[config.mk]
export PLATFORM = sky130hd
export DESIGN_NAME = button_debounce_reader
export DESIGN_NICKNAME = d
export VERILOG_FILES = /design/src/rtl/btn_pkg.sv /design/src/rtl/btn_sync.sv /design/src/rtl/button_debounce_reader.sv
export SDC_FILE = /design/constraint.sdc
export NUM_CORES = 1
export LEC_CHECK = 0
export ABC_CLOCK_PERIOD_IN_PS = 3800
export CAP_MARGIN = 20
export CORE_UTILIZATION = 45
export DETAILED_ROUTE_END_ITERATION = 8
export SETUP_SLACK_MARGIN = 0.02
export SLEW_MARGIN = 30
export SYNTH_ARGS = -nofsm -noshare
export SYNTH_HDL_FRONTEND = slang
export SYNTH_SLANG_ARGS = --single-unit
[constraint.sdc]
create_clock -name clk -period 3.8 [get_ports clk]
set_input_delay 0.76 -clock clk [delete_from_list [all_inputs] [get_ports clk]]
set_output_delay 0.76 -clock clk [all_outputs]
set_load 0.01 [all_outputs]
[src/rtl/btn_pkg.sv]
// -----------------------------------------------------------------------------
// btn_pkg
//   Shared definitions for the push-button readers on the 12 MHz board:
//   the debounce FSM state encoding and the default cycle counts.
//   No ports (package).
// -----------------------------------------------------------------------------
package btn_pkg;

    typedef enum logic [1:0] {
        IDLE       = 2'd0,  // stable released
        DB_PRESS   = 2'd1,  // qualifying a press
        HELD       = 2'd2,  // stable pressed
        DB_RELEASE = 2'd3   // qualifying a release
    } btn_state_t;

    // 10 ms and 1 s at the 12 MHz board clock
    localparam int unsigned DEBOUNCE_CYCLES_12MHZ = 120000;
    localparam int unsigned LONG_CYCLES_12MHZ     = 12000000;
    localparam int unsigned CNT_W_DEFAULT         = 24;

endpackage

[src/rtl/btn_sync.sv]
// -----------------------------------------------------------------------------
// btn_sync
//   Two-flop synchroniser for a slow asynchronous pin. The reset value is an
//   input so each pin reader can preload its own idle level and not see a
//   spurious edge when reset is released.
// Ports
//   clk      in  1  sampling clock
//   rst_n    in  1  asynchronous reset, active low
//   rst_val  in  1  level both flops load during reset (tie to a constant)
//   d        in  1  raw asynchronous input
//   q        out 1  synchronised output, two clocks behind d
// -----------------------------------------------------------------------------
module btn_sync
    import btn_pkg::*;
(
    input  logic clk,
    input  logic rst_n,
    input  logic rst_val,
    input  logic d,
    output logic q
);

    logic sync_p0;
    logic sync_p1;

    always_ff @(posedge clk or negedge rst_n) begin
        if (!rst_n) begin
            sync_p0 <= rst_val;
            sync_p1 <= rst_val;
        end else begin
            sync_p0 <= d;
            sync_p1 <= sync_p0;
        end
    end

    assign q = sync_p1;

endmodule

[src/rtl/button_debounce_reader.sv]
// -----------------------------------------------------------------------------
// button_debounce_reader
//   Synchronises and debounces a mechanical push-button pin and reports clean
//   press / release / long-press strobes plus a 4-bit press count suitable
//   for driving the board LEDs. All outputs are registered.
//
//   Optional feature macro: BTN_LONG_PRESS_EN
//     defined   : long_pulse fires once per hold, LONG_CYCLES clocks after the
//                 press was accepted.
//     undefined : long_pulse is tied low, LONG_CYCLES is ignored and the timer
//                 is only wide enough for DEBOUNCE_CYCLES.
//
// Ports
//   clk            in   1  board clock, rising edge
//   rst_n          in   1  asynchronous reset, active low
//   btn_in         in   1  raw asynchronous button pin
//   btn_level      out  1  debounced level, 1 = pressed
//   press_pulse    out  1  one-cycle strobe on accepted press
//   release_pulse  out  1  one-cycle strobe on accepted release
//   long_pulse     out  1  one-cycle strobe, at most once per hold
//   press_count    out  4  accepted presses modulo 16
// -----------------------------------------------------------------------------
module button_debounce_reader
    import btn_pkg::*;
#(
    parameter int unsigned DEBOUNCE_CYCLES = DEBOUNCE_CYCLES_12MHZ,
    parameter int unsigned LONG_CYCLES     = LONG_CYCLES_12MHZ,
    parameter bit          ACTIVE_LOW      = 1'b1,
    parameter int unsigned CNT_W           = CNT_W_DEFAULT
) (
    input  logic       clk,
    input  logic       rst_n,
    input  logic       btn_in,
    output logic       btn_level,
    output logic       press_pulse,
    output logic       release_pulse,
    output logic       long_pulse,
    output logic [3:0] press_count
);

`ifdef BTN_LONG_PRESS_EN
    localparam int unsigned TIMER_W = CNT_W;
`else
    localparam int unsigned DB_W    = (DEBOUNCE_CYCLES >= 2) ? $clog2(DEBOUNCE_CYCLES) : 1;
    localparam int unsigned TIMER_W = (DB_W < CNT_W) ? DB_W : CNT_W;
`endif

    localparam logic [TIMER_W-1:0] DB_LAST = TIMER_W'(DEBOUNCE_CYCLES - 1);

    btn_state_t         state;
    btn_state_t         state_next;
    logic [TIMER_W-1:0] timer;
    logic [TIMER_W-1:0] timer_next;
    logic               pin_sync;
    logic               s_btn;
    logic               press_evt;
    logic               release_evt;
    logic               level_next;
    logic [3:0]         count_next;

    // The synchroniser idles at the released pin level so reset release never
    // looks like a press edge.
    btn_sync u_sync (
        .clk     (clk),
        .rst_n   (rst_n),
        .rst_val (ACTIVE_LOW),
        .d       (btn_in),
        .q       (pin_sync)
    );

    assign s_btn = pin_sync ^ ACTIVE_LOW;

`ifdef BTN_LONG_PRESS_EN
    localparam logic [TIMER_W-1:0] LONG_LAST = TIMER_W'(LONG_CYCLES - 1);

    logic long_fired;
    logic long_fired_next;
    logic long_evt;
`else
    logic unused_long_cfg;
    assign unused_long_cfg = (LONG_CYCLES != 0);
`endif

    // State register plus registered outputs
    always_ff @(posedge clk or negedge rst_n) begin
        if (!rst_n) begin
            state         <= IDLE;
            timer         <= '0;
            btn_level     <= 1'b0;
            press_pulse   <= 1'b0;
            release_pulse <= 1'b0;
            press_count   <= '0;
`ifdef BTN_LONG_PRESS_EN
            long_fired    <= 1'b0;
            long_pulse    <= 1'b0;
`endif
        end else begin
            state         <= state_next;
            timer         <= timer_next;
            btn_level     <= level_next;
            press_pulse   <= press_evt;
            release_pulse <= release_evt;
            press_count   <= count_next;
`ifdef BTN_LONG_PRESS_EN
            long_fired    <= long_fired_next;
            long_pulse    <= long_evt;
`endif
        end
    end

`ifndef BTN_LONG_PRESS_EN
    assign long_pulse = 1'b0;
`endif

    // Next-state logic. Any bounce back to the old level during qualification
    // abandons it; qualification then restarts from zero on the next change.
    always_comb begin
        state_next      = state;
        timer_next      = timer;
        press_evt       = 1'b0;
        release_evt     = 1'b0;
`ifdef BTN_LONG_PRESS_EN
        long_fired_next = long_fired;
        long_evt        = 1'b0;
`endif
        case (state)
            IDLE: begin
                if (s_btn) begin
                    state_next = DB_PRESS;
                    timer_next = '0;
                end
            end
            DB_PRESS: begin
                if (!s_btn) begin
                    state_next = IDLE;
                    timer_next = '0;
                end else if (timer == DB_LAST) begin
                    state_next = HELD;
                    timer_next = '0;
                    press_evt  = 1'b1;
                end else begin
                    timer_next = timer + 1'b1;
                end
            end
            HELD: begin
                if (!s_btn) begin
                    state_next = DB_RELEASE;
                    timer_next = '0;
                end
`ifdef BTN_LONG_PRESS_EN
                // Timer parks at LONG_LAST; long_fired keeps it to one strobe.
                else if (timer == LONG_LAST) begin
                    if (!long_fired) begin
                        long_evt        = 1'b1;
                        long_fired_next = 1'b1;
                    end
                end else begin
                    timer_next = timer + 1'b1;
                end
`endif
            end
            DB_RELEASE: begin
                if (s_btn) begin
                    // Release bounce: still the same hold, so long_fired stays.
                    state_next = HELD;
                    timer_next = '0;
                end else if (timer == DB_LAST) begin
                    state_next      = IDLE;
                    timer_next      = '0;
                    release_evt     = 1'b1;
`ifdef BTN_LONG_PRESS_EN
                    long_fired_next = 1'b0;
`endif
                end else begin
                    timer_next = timer + 1'b1;
                end
            end
        endcase
    end

    // Output logic: level and count follow the accepted events.
    always_comb begin
        level_next = btn_level;
        count_next = press_count;
        if (press_evt) begin
            level_next = 1'b1;
            count_next = press_count + 4'd1;
        end
        if (release_evt) begin
            level_next = 1'b0;
        end
    end

endmodule

==> flow_summary.ini, run 1 <==
[outcome]
outcome = complete, but fails checks
violations = design-rule violations

[layout]
layout-drive-gt1-share = 0.147
fin_nets = 156
areaGrowthSynthToFinish_pct = 12.1
nFillCells = 250
num_antenna_cells = 0
fin_area_um2 = 1580

[power]
p_total_uw = 531
p_comb_frac = 0.052
internal-power_uw = 418
power_switching_uw = 113
ir_drop_mv = 0.158
power_density_nw_per_um2 = 336
p_clk_frac = 0.371
switching_share = 0.212
pwr-share-seq = 0.577
p_leak_uw = 0.000702

[clock_network]
worstSkewPairLatency_ns = 0.34
cts_resized = 0
cts_root_buf = clkbuf_4
tritoncts = yes
postCtsHoldBufs = 0
ctsLongestPathBuffers = 2
clkTransAtPathRegs_ns = 0.15
htreeDepth = 1
post-cts-setup-buffer-count = 0
cts_buffers = 3
clock_sinks = 28

[sta]
hold_viol = 0
slew_headroom = 0.592
fmax_mhz = 479
clock_skew_ns = 0.00477
finalSetupTns_ns = 0
finalMaxSlewViolations = 0
layout_min_cycle_time_ns = 2.09
min_period_over_period = 0.550
rsz0062_at_grt = no
tightest_slew_ns = 0.611
setup_viol = 0

[floorplan]
rows = 19
coreArea_um2 = 2850
initial_utilization = 0.494
pin_count = 11
dieHeight_um = 58.0
die_area_um2 = 3360
fp.dieW_um = 58.0

[hold_path]
min_path_type = reg2reg

[worst_setup_path]
start_kind = flop
crit_fanout = 4
cp_top_family = buffers and inverters
reg2reg_from = timer[0]
crit_type = reg2out
critPathLaunch = press_count[0]
path_depth = 1
slowest_stage = clkdlybuf4s50_1
rr_endpoint = timer[12]
endpoint = press_count[0]
path_buf_inv = 1
crit_chain = clkdlybuf4s50_1
r2r_cells = 6
slowest_delay_ns = 0.57
arrival_ns = 1.33
r2r_setup_slack_ns = 1.83
end_kind = output port
crit_required_ns = 3.04

[routing]
dr.pass1.iters = 6
drcViolationCount = 1
route.antenna.remaining_nets = 0
drt-vias-per-instance = 5.96
wl_um = 2670
drt-initial-drc-count = 52
num_vias = 1078
wl_per_cell_um = 14.8

[synthesis]
yosysWarnings = 0
syn_inst = 140
seq_area_frac_synth = 0.499
syn_area_per_cell_um2 = 10.1
synth_nets = 145
ys_types = 44
ys_ff_latch = 28
synthesis.area_um2 = 1410

[placement]
gp_congestion = 0.819
placed_area_um2 = 1530
dpl.hpwl_um = 1870
portBuffers = 9

[run]
cap_violations = 0

[global_routing]
grt_start_max_net_pins = 29
grt_pass1_vias = 1029
antenna_found_initial = 0
grt_usage = 0.184
grt_pass1_wl_um = 4600
grt-ovfl-total = 0
==> cell usage in the layout (no fill, tap or decap), types with 2 or more instances in the layout <==
| cell | netlist | final |
|---|---|---|
| dfrtp_1 | 26 | 26 |
| nand2_1 | 21 | 21 |
| nand3_1 | 13 | 13 |
| clkdlybuf4s50_1 | 0 | 9 |
| o21ai_0 | 8 | 8 |
| nor2_1 | 5 | 4 |
| or3_1 | 4 | 4 |
| nand4_1 | 4 | 4 |
| nor3_1 | 4 | 4 |
| xnor2_1 | 3 | 3 |
| and3_1 | 3 | 3 |
| a21oi_1 | 3 | 3 |
| a31oi_1 | 3 | 3 |
| o31ai_1 | 3 | 3 |
| clkbuf_4 | 0 | 3 |
| or2_2 | 2 | 2 |
| inv_1 | 2 | 2 |
| and4_1 | 2 | 2 |
| o21a_1 | 2 | 2 |
| mux2i_1 | 2 | 2 |
| a21o_1 | 2 | 2 |
| ha_1 | 2 | 2 |
| dfstp_2 | 2 | 2 |
==> how the worst min path moves through the flow <==
stage	startpoint	to	cells after the start
after global placement	u_sync.sync_p0	u_sync.q	0
after CTS	u_sync.sync_p0	u_sync.q	0
after global routing	u_sync.sync_p0	u_sync.q	0
after floorplan	u_sync.sync_p0	u_sync.q	0
final	u_sync.sync_p0	u_sync.q	0
after detailed placement	u_sync.sync_p0	u_sync.q	0
==> final cells by class <==
type                    count  area (um2)  area share
repair buffers             10        97.6      0.0618
clock inverters             1        30.0      0.0190
inverters                   2        7.51     0.00475
flip-flops and latches     28         703       0.445
clock buffers               3        22.5      0.0143
multi-input cells         106         681       0.431
well taps                  31        38.8      0.0245
==> sequential cells by signal, indices dropped and copies added, names as in the netlist, named ones only <==
name / flops
timer: 17
release_pulse: 1
state: 1
press_count: 4
u_sync.q: 1
btn_level: 1
press_pulse: 1
u_sync.sync_p0: 1
==> routing by layer <==
metal / vias to the layer above / part of all wire / track usage
met2: 25 / 0.46 / 0.287
met1: 511 / 0.47 / 0.244
met4: 0 / 0.019 / 0.0884
met5: - / 0 / 0
met3: 5 / 0.053 / 0.0424
li1: 537 / - / -
==> power groups by stage <==
stage / clock network [uW] / logic, uW / registers [uW]
after floorplan: 0 / 15.9 / 311
after global placement: 0 / 27.5 / 311
after detailed placement: 0 / 28.1 / 311
after CTS: 203 / 28.1 / 306
after global routing: 211 / 31.8 / 307
final: 197 / 27.6 / 306
==> per-stage QoR <==
| stage | worst slack (ns) | hold WS (ns) | std cells | util |
|---|---|---|---|---|
| floorplan | 2.05 | 0.345 | 140 | - |
| global placement | 1.91 | 0.347 | 177 | 0.535 |
| detailed placement | 1.88 | 0.347 | 177 | 0.535 |
| CTS | 1.69 | 0.368 | 181 | 0.553 |
| global route | 1.67 | 0.371 | 181 | 0.554 |
| finish | 1.71 | 0.368 | 181 | 0.554 |
==> kinds of logic after synthesis <==
kind of cell | after synthesis | synth area share
and+or+nand+nor | 68 | 0.279
DFF | 28 | 0.499
AOI/OAI and AO/OA | 27 | 0.123
buffers and inverters | 6 | 0.0204
xor gates and xnor gates | 5 | 0.0364
muxes | 3 | 0.0222
adders and majority gates | 2 | 0.0177
other | 1 | 0.00266
==> cell usage after synthesis (all sizes together) <==
| cell | instances | area, um2 |
|---|---|---|
| clkbuf | 1 | 3.75 |
| and4 | 4 | 38.8 |
| a21oi | 3 | 15.0 |
| o21ai | 9 | 45.0 |
| nor3 | 5 | 36.3 |
| o31ai | 3 | 22.5 |
| a22o | 1 | 8.76 |
| or2 | 2 | 12.5 |
| xor2 | 1 | 8.76 |
| a21boi | 1 | 7.51 |
| a41oi | 1 | 8.76 |
| ha | 2 | 25.0 |
| mux2 | 1 | 11.3 |
| a31o | 1 | 8.76 |
| a211o | 1 | 8.76 |
| dfstp | 2 | 52.6 |
| nor2 | 5 | 18.8 |
| nand2 | 21 | 78.8 |
| and3 | 4 | 26.3 |
| a31oi | 3 | 18.8 |
| conb | 1 | 3.75 |
| and2 | 2 | 13.8 |
| buf | 3 | 17.5 |
| xnor2 | 4 | 42.6 |
| nand3 | 13 | 65.1 |
| nand4 | 5 | 46.3 |
| dfrtp | 26 | 651 |
| a21o | 2 | 15.0 |
| mux2i | 2 | 20.0 |
| inv | 2 | 7.51 |
| or3 | 6 | 43.8 |
| o21a | 2 | 15.0 |
| and4bb | 1 | 12.5 |
Power figures use the tool's default switching activity.
==> run 2, diff against run 1 <==
ABC_CLOCK_PERIOD_IN_PS = 2130   (was 3800)
clock period = 2.13 ns   (was 3.8 ns; I/O delays follow)
==> run 2 against run 1 <==
Net effect:
- global-route usage down 0.52 points
- total power is 77% higher
- largest power group unchanged
- combinational power increased by 79%
- non-clock buffer count is the same
- die area stayed put
- core utilization is 0.088 points higher
- register-to-register slack got worse by 1.6 ns
- the run still ends with design-rule violations left
==> flow_summary.ini, run 2 (synthesized netlist as in run 1, its figures left out) <==
[placement]
placed_area_um2 = 1530
dp_cells = 177
dpl.hpwl_um = 1900
gp_congestion = 0.829
portBuffers = 9

[layout]
areaGrowthSynthToFinish_pct = 12.2
largest_registers = timer (17), press_count (4)
finalNonFillerCells = 181
final_common_cell = dfrtp_1
num_antenna_cells = 0
final_cell_mix = dfrtp_1 (26), nand2_1 (21), nand3_1 (13)
max_flop_register = timer
fin_area_um2 = 1580
layout-drive-gt1-share = 0.153
fin_nets = 156
largest_reg_flops = 17
post-route-util = 0.555

[sta]
setup_viol = 0
finalMaxSlewViolations = 0
min_period_over_period = 0.897
slew_headroom = 0.386
hold_viol = 0
clock_skew_ns = 0.0102
fmax_mhz = 523
finalSetupTns_ns = 0
rsz0062_at_grt = no
tightest_slew_ns = 0.918
layout_min_cycle_time_ns = 1.91

[global_routing]
grt_usage = 0.179
grt_start_max_net_pins = 29
antenna_found_initial = 0
grt_pass1_wl_um = 4530
grt_pass1_vias = 986
grt-ovfl-total = 0

[floorplan]
fp.dieW_um = 58.0
dieHeight_um = 58.0
coreArea_um2 = 2850
die_area_um2 = 3360
pin_count = 11
rows = 19
initial_utilization = 0.494

[worst_setup_path]
slowest_delay_ns = 0.45
crit_type = reg2reg
arrival_ns = 2.13
path_depth = 5
crit_chain = ha_1, and3_2, nand4_4, or3_4, a211o_1
crit_required_ns = 2.35
cp_top_family = simple AND/OR/NAND/NOR gates
slowest_stage = dfrtp_1
start_kind = flop
crit_fanout = 5
end_kind = flop
r2r_cells = 5
path_buf_inv = 0

[run]
cap_violations = 0

[clock_network]
cts_root_buf = clkbuf_4
htreeDepth = 1
postCtsHoldBufs = 0
post-cts-setup-buffer-count = 0
cts_buffers = 3
cts_resized = 0
ctsLongestPathBuffers = 2
tritoncts = yes
clkTransAtPathRegs_ns = 0.15
clock_sinks = 28
worstSkewPairLatency_ns = 0.33

[power]
p_total_uw = 941
p_leak_uw = 0.000704
power_density_nw_per_um2 = 595
ir_drop_mv = 0.335

[routing]
route.antenna.remaining_nets = 0
drcViolationCount = 1
drt-initial-drc-count = 52
dr.pass1.iters = 8
wl_um = 2730
num_vias = 1089
drt-vias-per-instance = 6.02
wl_per_cell_um = 15.1

[outcome]
outcome = complete, but fails checks
violations = design-rule violations

[hold_path]
hold_depth = 0
min_path_type = reg2reg
## run 2: cell types whose count changed in the layout (fill, tap and decap cells not counted)
| cell | delta |
|---|---|
| nor2_1 | +1 |
| nor2_2 | -1 |
| o21a_1 | -1 |
| o21a_2 | +1 |
| o21ai_1 | -1 |
| o21ai_2 | +1 |
## run 2: routing by layer
layer / share of wire / vias to the layer above / track usage / routed length, um
li1: - / 531 / - / -
met1: 0.47 / 533 / 0.248 / 1300
met2: 0.49 / 21 / 0.282 / 1330
met3: 0.026 / 4 / 0.0223 / 70
met4: 0.012 / 0 / 0.0816 / 33
met5: 0 / - / 0 / 0
## run 2: worst paths after layout
kind                                start             end  slack (ns)
setup / recovery                 timer[0]       btn_level        0.22
hold / removal             u_sync.sync_p0        u_sync.q        0.37
setup reg to reg                 timer[0]       btn_level        0.22
hold reg to reg            u_sync.sync_p0        u_sync.q        0.37
max in group asynchronous           rst_n  u_sync.sync_p0        1.37
min in group asynchronous           rst_n       timer[11]        0.45
## run 2: through the flow
step	worst slack (ns)	hold WS [ns]
floorplan	0.378	0.130
global placement	0.203	0.346
detailed placement	0.156	0.350
CTS	0.129	0.371
global route	0.110	0.374
finish	0.220	0.368
## run 2: cell type report
class | count | area [um2]
tap | 31 | 38.8
inverter | 2 | 7.51
clock buffer | 3 | 22.5
multi-input combinational | 106 | 683
sequential | 28 | 703
fill | 254 | 1270
timing repair buffer | 10 | 97.6
clock inverter | 1 | 30.0
## run 2: power by group
part / switching [uW] / internal [uW]
logic: 33.2 / 16.1
registers: 6.68 / 539
clock network: 156 / 190
==> run 3, diff against run 2 <==
CAP_MARGIN = 40   (was 20)
SKIP_LAST_GASP = 1   (was not set)
==> run 3 against run 2 <==
Net effect:
- the flow still finishes with violations (design-rule violations)
- combinational power up 2%
- final cell count is 0.55% higher
- first-iteration DRC count is 29% higher
- worst setup slack got worse by 0.026 ns
- global-route usage increased by 0.35 points
- largest cell class unchanged
==> flow_summary.ini, run 3 (synthesized netlist as in run 1, its figures left out) <==
[outcome]
outcome = complete, but fails checks
violations = design-rule violations

[clock_network]
worstSkewPairLatency_ns = 0.33
post-cts-setup-buffer-count = 0
clkTransAtPathRegs_ns = 0.16
cts_buffers = 3
postCtsHoldBufs = 0
cts_root_buf = clkbuf_4
htreeDepth = 1
ctsLongestPathBuffers = 2
clock_sinks = 28
tritoncts = yes

[sta]
finalSetupTns_ns = 0
slew_headroom = 0.630
finalMaxSlewViolations = 0
rsz0062_at_grt = no
tightest_slew_ns = 0.552
min_period_over_period = 0.909
setup_viol = 0
clock_skew_ns = 0.00314
hold_viol = 0
fmax_mhz = 516
layout_min_cycle_time_ns = 1.94

[global_routing]
grt_pass1_vias = 991
grt-ovfl-total = 0
grt_start_max_net_pins = 29
grt_pass1_wl_um = 4640
antenna_found_initial = 0
grt_usage = 0.183

[layout]
post-route-util = 0.557
largest_registers = timer (17), press_count (4)
areaGrowthSynthToFinish_pct = 12.7
final_cell_mix = dfrtp_1 (26), nand2_1 (21), nand3_1 (13)
fin_nets = 157
max_flop_register = timer
final_common_cell = dfrtp_1
nFillCells = 259
layout-drive-gt1-share = 0.152
largest_reg_flops = 17
num_antenna_cells = 0

[worst_setup_path]
rr_endpoint = timer[3]
slowest_stage = dfrtp_1
crit_chain = ha_1, and3_2, nand4_4, o21a_1, a21o_1, a21o_1
arrival_ns = 2.18
path_depth = 6
slowest_delay_ns = 0.45
crit_type = reg2reg
crit_fanout = 13
reg2reg_from = timer[0]
start_kind = flop
r2r_setup_slack_ns = 0.19
crit_required_ns = 2.38
path_buf_inv = 0
cp_top_family = compound AO/OA/AOI/OAI gates
r2r_cells = 6
crit_top_cell = a21o_1
end_kind = flop

[power]
power_density_nw_per_um2 = 601
p_comb_frac = 0.053
internal-power_uw = 747
ir_drop_mv = 0.319
pwr-share-seq = 0.572
p_leak_uw = 0.000709
p_clk_frac = 0.375
switching_share = 0.218
power_switching_uw = 208

[routing]
num_vias = 1074
drt-initial-drc-count = 67
dr.pass1.iters = 6
drt-vias-per-instance = 5.90
wl_per_cell_um = 15.1
route.antenna.remaining_nets = 0
drcViolationCount = 1
wl_um = 2750

[hold_path]
min_path_type = reg2reg
hold_end = u_sync.q
hold_depth = 0
worstHoldStart = u_sync.sync_p0

[floorplan]
die_area_um2 = 3360
pin_count = 11
fp.dieW_um = 58.0
initial_utilization = 0.494
dieHeight_um = 58.0
rows = 19
coreArea_um2 = 2850

[placement]
gp_congestion = 0.829
dpl.hpwl_um = 1920
portBuffers = 9

[run]
cap_violations = 0
## run 3: changes by cell type in the layout (fill, tap and decap cells not counted)
cell	before	now
buf_4	1	2
o21a_2	1	0
o21a_1	1	2
## run 3: stage by stage
step,power (uW),area (um2),setup slack [ns],hold WS [ns],instances
after floorplan,583,1410,0.378,0.130,140
after global routing,993,1590,0.0588,0.373,182
after CTS,967,1590,0.144,0.373,182
after global placement,604,1530,0.203,0.346,177
after detailed placement,607,1530,0.174,0.351,178
final,955,1590,0.193,0.371,182
## run 3: layout make-up
| class | count | area, um2 | share of cell area |
|---|---|---|---|
| Clock buffer | 3 | 22.5 | 0.0142 |
| Clock inverter | 1 | 30.0 | 0.0189 |
| Inverter | 2 | 7.51 | 0.00472 |
| Multi-Input combinational cell | 106 | 682 | 0.429 |
| Sequential cell | 28 | 703 | 0.443 |
| Tap cell | 31 | 38.8 | 0.0244 |
| Timing Repair Buffer | 11 | 105 | 0.0661 |
## run 3: power groups by stage
stage / logic [uW] / registers (uW) / clock network [uW]
6_report: 50.4 / 546 / 358
5_1_grt: 58.2 / 547 / 387
4_1_cts: 51.5 / 546 / 370
3_5_place_dp: 51.2 / 556 / 0
3_3_place_gp: 48.8 / 555 / 0
2_1_floorplan: 28.4 / 554 / 0
## run 3: layer usage
layer	vias to the layer above	global-route usage	share of wire
met1	521	0.269	0.48
met5	-	0	0
met2	19	0.282	0.48
li1	532	-	-
met4	0	0.0612	0.0062
met3	2	0.0201	0.035
## run 3: worst register-to-register path: cells and delay by family (launching register included)
family | cells | cell delay (ns)
flip-flops | 1 | 0.45
AND/OR/NAND/NOR | 2 | 0.42
adder cells (fa/ha/maj) | 1 | 0.22
AO/OA/AOI/OAI | 3 | 0.76
## run 3: what timing repair did
action,4_1_cts,5_1_grt
gates resized for setup,0,1
endpoints found under the hold margin,0,0
endpoints found under the setup margin,0,4
## run 3: worst max-delay path by stage
stage / from / to / slack, ns
after floorplan: timer[0] / timer[12] / 0.38
after global placement: timer[0] / timer[12] / 0.20
after detailed placement: timer[0] / timer[12] / 0.17
after CTS: timer[0] / timer[12] / 0.14
after global routing: timer[0] / timer[9] / 0.06
final: timer[0] / timer[3] / 0.19
==> edit, RTL diff (config.mk and constraints of run 3) <==
Register the input `btn_in` before use, without a reset. The logic sees it one clock later.
--- a/src/rtl/button_debounce_reader.sv
+++ b/src/rtl/button_debounce_reader.sv
@@ -49,2 +49,8 @@
 
+    logic btn_q;
+
+    always_ff @(posedge clk) begin
+        btn_q <= btn_in;
+    end
+
     btn_state_t         state;
@@ -66,3 +72,3 @@
         .rst_val (ACTIVE_LOW),
-        .d       (btn_in),
+        .d       (btn_q),
         .q       (pin_sync)
Behaviour: no difference found for any inputs over 10 cycles, from zero or initial values and one cycle with rst_n low; that may be too few to reach the edited logic, so the function may still have changed.
==> edit against run 3 <==
  * Wire length up 7.5%
  * Critical path depth is the same
  * Synthesized area up 2.6%
  * Largest cell class unchanged
  * Highest routed layer unchanged
  * Core utilization is 1.0 points lower
  * Global-route usage grew 2.6 points
  * Setup slack better by 0.028 ns
  * Worst hold slack got worse by 0.066 ns
  * Cell area grew 5.0%
  * Sequential cell count increased by 1
Power is not compared: it rests on default switching activity, and its combinational part moved more than twofold at a synthesized area within 25%.
==> edit: results (changes against run 3) <==
The routed length on met1 came out at 1.44 mm (+8.7%). The fraction of synthesized area in multiplexers is 0.0147 (-0.00748). The worst slack at placement was 0.273 ns (+0.0990 ns); the count of TritonRoute iterations in the first routing pass was 5 (-1). The run gives 2 (+1) as the level count of the clock H-tree.

Wire length after detailed routing: 2.96 mm (+7.5%). The run finished with clean final reports. The proportion of layout cells with a drive suffix above 1 came out at 0.129 (-0.0237). The post-synthesis share of cell area spent on xor and xnor gates was 0.0242 (-0.0122). Capturing instance or port of the critical path: timer[14]$_DFFE_PN0P_. The logs give 2.14 ns (-0.04 ns) for the worst path arrival time and 0.777 (-6.3%) for the placer's final routability congestion estimate. The tools report the fmax as 524 MHz (+1.5%). The commonest cells after synthesis are 26 x sky130_fd_sc_hd__dfrtp_1, 24 x sky130_fd_sc_hd__nand2_1, 19 x sky130_fd_sc_hd__nand3_1. The mean area per synthesized cell was 9.45 µm² (-6.1%); the met3 track demand over resource in global routing was 0.0857 (+0.0656).

The run gives 175 (+11%) as the net count reported at finish. The adder-cell area share of the yosys netlist is 0.0173 (-0.000445), and the instance count after placement with tap cells included is 207 (+16%). Portion of the post-synthesis area used by sequential elements: 0.500 (+0.00133). The largest stage delay on the critical path was 0.42 ns (-0.03 ns); the HPWL reported at the end of detailed placement was 1.94 mm (+1.3%). The run gives 0.0147 ns (+0.0116 ns) as the post-route clock skew.

The run gives 0.208 (+0.0258) as the overall fraction of global-route tracks in use. The worst setup slack for register-to-register paths was 0.22 ns (+0.03 ns). The endpoint identified for the worst register-to-register timing path is timer[14]$_DFFE_PN0P_. The post-synthesis async set-or-reset flop share came out at 0.966 (-0.0345). The total placed instance area was 0.00161 mm² (+5.1%); the number of standard cells in the final layout excluding fillers was 215 (+18%). The met2 layer usage reported by global route was 0.309 (+0.0263); the met2 wire length was 1.31 mm (-0.30%). The total number of vias was 1207 (+12%). For the violation count after the first detailed-route iteration, the log shows 69 (+3.0%). The clock-pin slew on the worst setup and hold paths came out at 0.09 ns (-0.07 ns). The max-slew headroom at the worst pin was 0.523 (-0.108); the number of library cell types mapped by synthesis was 38 (-14%). The via count of the first global-routing pass came out at 1107 (+12%). The tools report the number of buffers added by the clock tree synthesis step as 5 (+2).
## edit: cell type report
cell class,count,area (µm²),area share
clock buffers,8,58.8,0.0352
multi-input cells,116,689,0.413
flip-flops and latches,29,723,0.433
inverters,4,15.0,0.00900
well taps,44,55.1,0.0330
repair buffers,14,128,0.0765
## edit: worst min path at each step
stage                  startpoint                    endpoint  slack, ns  depth (start not counted)
floorplan                   rst_n  asynchronous set/reset pin       0.13                          0
global placement    btn_q$_DFF_P_    u_sync.sync_p0$_DFF_PN1_       0.29                          0
detailed placement  btn_q$_DFF_P_    u_sync.sync_p0$_DFF_PN1_       0.29                          0
CTS                 btn_q$_DFF_P_    u_sync.sync_p0$_DFF_PN1_       0.31                          0
global route        btn_q$_DFF_P_    u_sync.sync_p0$_DFF_PN1_       0.31                          0
finish              btn_q$_DFF_P_    u_sync.sync_p0$_DFF_PN1_       0.30                          0
